===== config.mk =====
export PLATFORM = sky130hd
export DESIGN_NAME = atrover_io_bus
export DESIGN_NICKNAME = d
export VERILOG_FILES = /design/src/rtl/atrover_io_bus.sv
export SDC_FILE = /design/constraint.sdc
export NUM_CORES = 1
export LEC_CHECK = 0
export CELL_PAD_IN_SITES_DETAIL_PLACEMENT = 0
export CELL_PAD_IN_SITES_GLOBAL_PLACEMENT = 2
export CORE_UTILIZATION = 39
export CTS_BUF_LIST = sky130_fd_sc_hd__clkbuf_8
export DETAILED_ROUTE_END_ITERATION = 12
export PLACE_DENSITY_LB_ADDON = 0.1
export SYNTH_ARGS = -nofsm -noshare
export SYNTH_HDL_FRONTEND = slang
export SYNTH_SLANG_ARGS = --single-unit

===== constraint.sdc =====
create_clock -name clk -period 3.1 [get_ports clk]
set_input_delay 0.465 -clock clk [delete_from_list [all_inputs] [get_ports clk]]
set_output_delay 0.465 -clock clk [all_outputs]
set_load 0.005 [all_outputs]

===== src/rtl/atrover_io_bus.sv =====
// atrover_io_bus: IO half of the rover SoC data bus. Decodes word addresses into
// scratch, LED, button/switch, UART FIFO, RGB PWM and interrupt registers.
module atrover_io_bus #(
  parameter int CLK_FREQ   = 100000000,
  parameter int PWM_FREQ   = 20000,
  parameter int N_LEDS     = 4,
  parameter int N_BTNS     = 4,
  parameter int N_SW       = 4,
  parameter int N_RGB      = 2,
  parameter int FIFO_DEPTH = 16
) (
  input  logic               clk,
  input  logic               reset,
  input  logic               cmd_valid,
  input  logic               cmd_wr,
  input  logic [5:0]         cmd_addr,
  input  logic [31:0]        cmd_wdata,
  input  logic [3:0]         cmd_be,
  output logic               rsp_valid,
  output logic [31:0]        rsp_data,
  input  logic [N_BTNS-1:0]  btn,
  input  logic [N_SW-1:0]    sw,
  output logic [N_LEDS-1:0]  leds,
  output logic [3*N_RGB-1:0] rgb,
  output logic [7:0]         uart_tx_data,
  output logic               uart_tx_valid,
  input  logic               uart_tx_ready,
  input  logic [7:0]         uart_rx_data,
  input  logic               uart_rx_valid,
  output logic               irq
);
  localparam int PERIOD = CLK_FREQ / PWM_FREQ;
  localparam int CNT_W  = $clog2(PERIOD);
  localparam int AW     = $clog2(FIFO_DEPTH);
  localparam logic [AW:0]      FULL_LVL = (AW+1)'(FIFO_DEPTH);
  localparam logic [CNT_W-1:0] CNT_LAST = CNT_W'(PERIOD - 1);

  function automatic logic [31:0] be_merge(input logic [31:0] old_v, input logic [31:0] new_v,
                                           input logic [3:0] be);
    logic [31:0] r;
    r = old_v;
    for (int i = 0; i < 4; i++) begin
      if (be[i]) r[8*i +: 8] = new_v[8*i +: 8];
    end
    return r;
  endfunction

  logic [31:0]       scratch_q, scratch_d;
  logic [N_LEDS-1:0] leds_q, leds_d;
  logic [2:0]        irq_en_q, irq_en_d;
  logic [N_BTNS-1:0] btn_evt_q, btn_evt_d, btn_q, btn_edge;
  logic              tx_ovf_q, tx_ovf_d, rx_ovf_q, rx_ovf_d;
  logic [2:0]        color_q [N_RGB];
  logic [2:0]        color_d [N_RGB];
  logic [15:0]       dcyc_q [N_RGB];
  logic [15:0]       dcyc_d [N_RGB];
  logic              armed_q, irq_q, rsp_valid_q;
  logic [31:0]       rsp_data_q, rdata;
  logic [CNT_W-1:0]  cnt_q;
  logic [N_RGB-1:0]  pwm;

  logic [7:0]    tx_mem [FIFO_DEPTH];
  logic [7:0]    rx_mem [FIFO_DEPTH];
  logic [AW-1:0] tx_wp_q, tx_rp_q, rx_wp_q, rx_rp_q;
  logic [AW:0]   tx_lvl_q, rx_lvl_q;
  logic          tx_empty, tx_full, tx_wr, tx_pop, tx_push;
  logic          rx_empty, rx_full, rx_pop, rx_push;

  assign tx_empty = (tx_lvl_q == '0);
  assign tx_full  = (tx_lvl_q == FULL_LVL);
  assign rx_empty = (rx_lvl_q == '0);
  assign rx_full  = (rx_lvl_q == FULL_LVL);
  // A full FIFO still accepts a push when it is popped in the same cycle.
  assign tx_wr    = cmd_valid & cmd_wr & (cmd_addr == 6'd1);
  assign tx_pop   = ~tx_empty & uart_tx_ready;
  assign tx_push  = tx_wr & (~tx_full | tx_pop);
  assign rx_pop   = cmd_valid & ~cmd_wr & (cmd_addr == 6'd2) & ~rx_empty;
  assign rx_push  = uart_rx_valid & (~rx_full | rx_pop);
  // Edges are ignored for one cycle after reset so a button held through reset is not an event.
  assign btn_edge = btn & ~btn_q & {N_BTNS{armed_q}};

  assign leds          = leds_q;
  assign irq           = irq_q;
  assign rsp_valid     = rsp_valid_q;
  assign rsp_data      = rsp_data_q;
  assign uart_tx_valid = ~tx_empty;
  assign uart_tx_data  = tx_mem[tx_rp_q];

  // Next state of CPU-visible registers: writes, W1C clears, then sticky sets (sets win)
  always_comb begin
    scratch_d = scratch_q;
    leds_d    = leds_q;
    irq_en_d  = irq_en_q;
    color_d   = color_q;
    dcyc_d    = dcyc_q;
    tx_ovf_d  = tx_ovf_q;
    rx_ovf_d  = rx_ovf_q;
    btn_evt_d = btn_evt_q;
    if (cmd_valid && cmd_wr) begin
      case (cmd_addr)
        6'd0: scratch_d = be_merge(scratch_q, cmd_wdata, cmd_be);
        6'd3: begin
          tx_ovf_d = tx_ovf_q & ~cmd_wdata[5];
          rx_ovf_d = rx_ovf_q & ~cmd_wdata[4];
        end
        6'd4: begin
          for (int i = 0; i < N_LEDS; i++) begin
            if (cmd_be[i/8]) leds_d[i] = cmd_wdata[i];
          end
        end
        6'd5: btn_evt_d = btn_evt_q & ~cmd_wdata[N_BTNS-1:0];
        6'd7: if (cmd_be[0]) irq_en_d = cmd_wdata[2:0];
        default: begin
          for (int k = 0; k < N_RGB; k++) begin
            if (cmd_addr == 6'(8 + 2*k) && cmd_be[0]) color_d[k] = cmd_wdata[2:0];
            if (cmd_addr == 6'(9 + 2*k)) begin
              if (cmd_be[0]) dcyc_d[k][7:0]  = cmd_wdata[7:0];
              if (cmd_be[1]) dcyc_d[k][15:8] = cmd_wdata[15:8];
            end
          end
        end
      endcase
    end
    if (tx_wr && !tx_push) tx_ovf_d = 1'b1;
    if (uart_rx_valid && !rx_push) rx_ovf_d = 1'b1;
    btn_evt_d = btn_evt_d | btn_edge;
  end

  // Read mux: reflects state before the command's own side effects
  always_comb begin
    rdata = '0;
    case (cmd_addr)
      6'd0: rdata = scratch_q;
      6'd1: rdata[AW:0] = tx_lvl_q;
      6'd2: if (!rx_empty) rdata = {1'b1, 23'b0, rx_mem[rx_rp_q]};
      6'd3: rdata[5:0] = {tx_ovf_q, rx_ovf_q, rx_full, rx_empty, tx_full, tx_empty};
      6'd4: rdata[N_LEDS-1:0] = leds_q;
      6'd5: rdata[N_BTNS-1:0] = btn_evt_q;
      6'd6: begin
        rdata[16 +: N_SW]   = sw;
        rdata[N_BTNS-1:0]   = btn;
      end
      6'd7: rdata[2:0] = irq_en_q;
      default: begin
        for (int k = 0; k < N_RGB; k++) begin
          if (cmd_addr == 6'(8 + 2*k)) rdata[2:0]  = color_q[k];
          if (cmd_addr == 6'(9 + 2*k)) rdata[15:0] = dcyc_q[k];
        end
      end
    endcase
  end

  // Shared PWM compare and colour gating
  always_comb begin
    pwm = '0;
    rgb = '0;
    for (int k = 0; k < N_RGB; k++) begin
      pwm[k]        = 32'(cnt_q) < 32'(dcyc_q[k]);
      rgb[3*k +: 3] = color_q[k] & {3{pwm[k]}};
    end
  end

  // FIFO storage; contents are meaningless once the pointers are reset
  always_ff @(posedge clk) begin
    if (tx_push) tx_mem[tx_wp_q] <= cmd_wdata[7:0];
    if (rx_push) rx_mem[rx_wp_q] <= uart_rx_data;
  end

  // Control and register state
  always_ff @(posedge clk) begin
    if (reset) begin
      scratch_q   <= '0;
      leds_q      <= '0;
      irq_en_q    <= '0;
      btn_evt_q   <= '0;
      btn_q       <= '0;
      tx_ovf_q    <= 1'b0;
      rx_ovf_q    <= 1'b0;
      armed_q     <= 1'b0;
      irq_q       <= 1'b0;
      rsp_valid_q <= 1'b0;
      rsp_data_q  <= '0;
      cnt_q       <= '0;
      tx_wp_q     <= '0;
      tx_rp_q     <= '0;
      tx_lvl_q    <= '0;
      rx_wp_q     <= '0;
      rx_rp_q     <= '0;
      rx_lvl_q    <= '0;
      for (int k = 0; k < N_RGB; k++) begin
        color_q[k] <= '0;
        dcyc_q[k]  <= '0;
      end
    end else begin
      scratch_q   <= scratch_d;
      leds_q      <= leds_d;
      irq_en_q    <= irq_en_d;
      btn_evt_q   <= btn_evt_d;
      btn_q       <= btn;
      tx_ovf_q    <= tx_ovf_d;
      rx_ovf_q    <= rx_ovf_d;
      color_q     <= color_d;
      dcyc_q      <= dcyc_d;
      armed_q     <= 1'b1;
      irq_q       <= |({~rx_empty, tx_empty, |btn_evt_q} & irq_en_q);
      rsp_valid_q <= cmd_valid & ~cmd_wr;
      if (cmd_valid && !cmd_wr) rsp_data_q <= rdata;
      cnt_q       <= (cnt_q == CNT_LAST) ? '0 : cnt_q + 1'b1;
      if (tx_push) tx_wp_q <= tx_wp_q + 1'b1;
      if (tx_pop)  tx_rp_q <= tx_rp_q + 1'b1;
      tx_lvl_q    <= tx_lvl_q + (AW+1)'(tx_push) - (AW+1)'(tx_pop);
      if (rx_push) rx_wp_q <= rx_wp_q + 1'b1;
      if (rx_pop)  rx_rp_q <= rx_rp_q + 1'b1;
      rx_lvl_q    <= rx_lvl_q + (AW+1)'(rx_push) - (AW+1)'(rx_pop);
    end
  end
endmodule


==> summary.md <==
| Metric | Value |
|---|---|
| Worst reg2reg path endpoint | `rx_lvl_q[4]` |
| Via density per instance | `5.14` |
| Initial antenna violation count | `0` |
| Top cell type's share of synthesized area | `a little over two fifths` |
| CP endpoint | `uart_tx_data[0]` |
| Async SR Flop Fraction | `0%` |
| Hold Path Class | `primary input to register` |
| GR Util All Layers | `20.5%` |
| Final Cycle Share | `96.9%` |
| First-pass GRT wire length | `between 70000 and 80000 um` |
| R2r worst-path depth | `17` |
| Hold Crit Start | `reset` |
| Outcome | `complete, no violations` |
| Depth of the CTS H-tree | `3` |
| Total iterations of the first detailed-routing run | `5` |
| Clock tree buffer depth | `3` |
| Max cap viols | `0` |
| Initial core utilization | `about two fifths` |
| Total core area | `about 0.045 mm^2` |
| Power per cell area | `606 mW/mm^2` |
| Critical path type | `register to output pin` |
| Final setup fails | `0` |
| Yosys cell types | `between 60 and 70` |
| Area contributors post-synth | `edfxtp_1, dfxtp_1, mux4_2` |
| Slew margin rel. | `39.7%` |
| N_diodes | `0` |
| Synth area leader | `edfxtp_1` |
| Tmin final | `around 3000 ps` |
| Hold WS | `approximately 110 ps` |
| Top_reg_cell synth | `edfxtp_1` |
| Num rows | `77` |
| Die Area | `around 0.046 mm^2` |
| Mapped Avg Cell Area | `around 14 um^2` |
| P_leak | `about 0.0077 uW` |
| Clock skew | `29.6 ps` |
| Fin cells | `about 2200` |
| Vias in the first global route | `11400` |
| Syn. warnings | `0` |
| Fillers | `approximately 4000` |
| Sequential fraction of the synthesis area | `62.3%` |
| Placed Cells | `2052` |
| Port bufs | `between 100 and 150` |
| Post-DRT Antenna Nets | `0` |
| Mapped Area | `0.0178 mm^2` |
| Number of synthesized register bits | `between 400 and 500` |
| Multi-input logic area | `0.00632 mm^2` |
| Post-synth EDFFs | `~260` |
| Area Growth Syn to Fin | `22.9%` |
| CP required | `about 2600 ps` |
| Seq. cell area | `0.0111 mm^2` |
| CTS tree | `built` |
| IO Count | `approximately 120` |
| Vias after detailed routing | `11300` |
| Pin count of the biggest net entering global routing | `between 50 and 60` |
| Clock Sinks | `425` |
| CP Launch Type | `register` |
| Post-route DRC | `0` |
| CP endpoint kind | `output pin` |
| DP HPWL | `around 32000 um` |
| Root Buffer | `clkbuf_8` |
| Final Wtd Congestion | `approximately 0.76` |
| Syn_nets | `about 1400` |
| CP Max Fanout | `4` |
| Grt total ovfl | `0` |
| Reg2reg setup slack | `~220 ps` |
| Fin. Hold Viols | `0` |
| Maximum VDD drop | `~330 uV` |
| Cells after Synth | `approximately 1300` |
| Pwr Total | `13200 uW` |
| Total CTS buffers | `76` |
| Worst-Margin Slew | `between 900 and 1000 ps` |
| Slew Viols, Final | `0` |
| CP Data Arrival Time | `between 2000 and 3000 ps` |
| Commonest cells after routing, fill and taps aside | `edfxtp_1, nor2_1, dfxtp_1` |
| Clock Latency Late Sink | `about 640 ps` |
| Layout cell share with drive strength beyond 1 | `between 20 and 25%` |
| Initial DRC Count | `690` |
| FF-to-FF Start | `rx_lvl_q[2]` |
| Die height | `~220 um` |
| Clock transition at path regs | `about 60 ps` |
| Avg WL per Cell | `~21 um` |
| NumNets Final | `1656` |
| Max Clk Rate | `333 MHz` |
| Drt total wl | `about 47000 um` |
| Die Width | `between 200 and 250 um` |
| Most common cell after layout, fill and taps aside | `edfxtp_1` |
==> layer usage <==
layer	part of all wire, %	GRT usage (%)	up-vias
met5	0	0	-
met3	4.5	4.21	80
met1	46	27.9	5581
met2	47	32.5	261
met4	2.5	7.04	0
li1	-	-	5369
==> what timing repair did <==
| action | CTS | global route |
|---|---|---|
| endpoints found under the setup margin | 14 | 12 |
| pin swaps | 8 | 4 |
| cloned | 2 | 0 |
| gates resized for setup | 54 | 17 |
| buffers inserted | 5 | 0 |
| hold buffers | 0 | 0 |
| endpoints found under the hold margin | 0 | 0 |
==> report_power, final <==
part	switching [uW]	internal [uW]	leakage (uW)
sequential	123	6140	0.00368
clock	2320	2690	0.000854
combinational	942	1030	0.00316
total	3390	9860	0.00769
==> registers in the layout (all words and copies together) (netlist names), 5 cells and up, named ones only <==
| signal | count |
|---|---|
| color_q | 6 |
| dcyc_q | 32 |
| tx_mem | 128 |
| scratch_q | 32 |
| cnt_q | 13 |
| rsp_data | 32 |
| rx_mem | 128 |
| tx_lvl_q | 5 |
| rx_lvl_q | 5 |
==> worst min-delay path by stage <==
stage | endpoint | slack, ps | cells past startpoint
floorplan | scratch_q[0] | 430 | 2
global placement | rsp_data[20] | 440 | 2
detailed placement | rsp_data[29] | 450 | 2
CTS | scratch_q[4] | 40 | 2
global route | scratch_q[3] | 70 | 2
finish | scratch_q[3] | 110 | 2
==> worst max-delay path, cell delays in order, from the launching register on <==
cell,delay (ps)
dfxtp_4,410
buf_6,130
buf_16,120
mux4_2,540
mux4_2,500
clkdlybuf4s15_1,220
==> per-stage QoR <==
stage	cell area, um^2	setup TNS (ps)	util, %	worst slack [ps]
5_1_grt	21800	-32.3	49.0	-18.5
3_5_place_dp	20200	-1200	45.3	-400
3_3_place_gp	20200	-1140	45.3	-417
4_1_cts	21800	-31.7	48.9	-31.7
6_report	21800	0	49.0	97.2
2_1_floorplan	17800	-115	-	-115
==> logic make-up (layout without fill, tap and decap cells) <==
family	after synthesis	in the layout	share of synthesized area, %
multiplexers	162	162	14.0
AND/OR/NAND/NOR	365	365	9.79
buffers and inverters	124	414	2.80
XOR/XNOR	27	27	1.33
flip-flops	425	425	62.3
AO/OA/AOI/OAI	162	162	6.22
adder cells (fa/ha/maj)	49	49	3.53
==> cell type report <==
class	instances	area share, %
clock inverter	54	1.34
sequential	425	50.7
timing repair buffer	220	9.30
clock buffer	85	5.35
tap	592	3.39
inverter	55	0.956
multi-input combinational	765	28.9
==> cell usage after synthesis (4+ instances only) <==
cell type    n
nor2_1     159
and3_1       9
nor4_1       7
a21o_1       7
a221o_1      4
a22oi_1     17
a221oi_1     8
a21oi_1     57
nand2b_1     8
mux2i_1     86
nand3_1     34
and2_1       7
a21boi_0     7
ha_1        47
or3_1        4
buf_1        9
a2111oi_0    4
nor2b_1     20
nor3_1      18
mux2_2       7
nand2_1     63
clkbuf_1    39
mux4_2      69
inv_1       53
a211oi_1     5
xor2_1      17
xnor2_1     10
nand4_1     10
nor3b_1      4
a311oi_1     8
edfxtp_1   256
buf_2       19
nand3b_1     6
a22o_1       6
o21ai_0     18
dfxtp_1    169
Note: power is estimated with default switching activity, not from simulation.
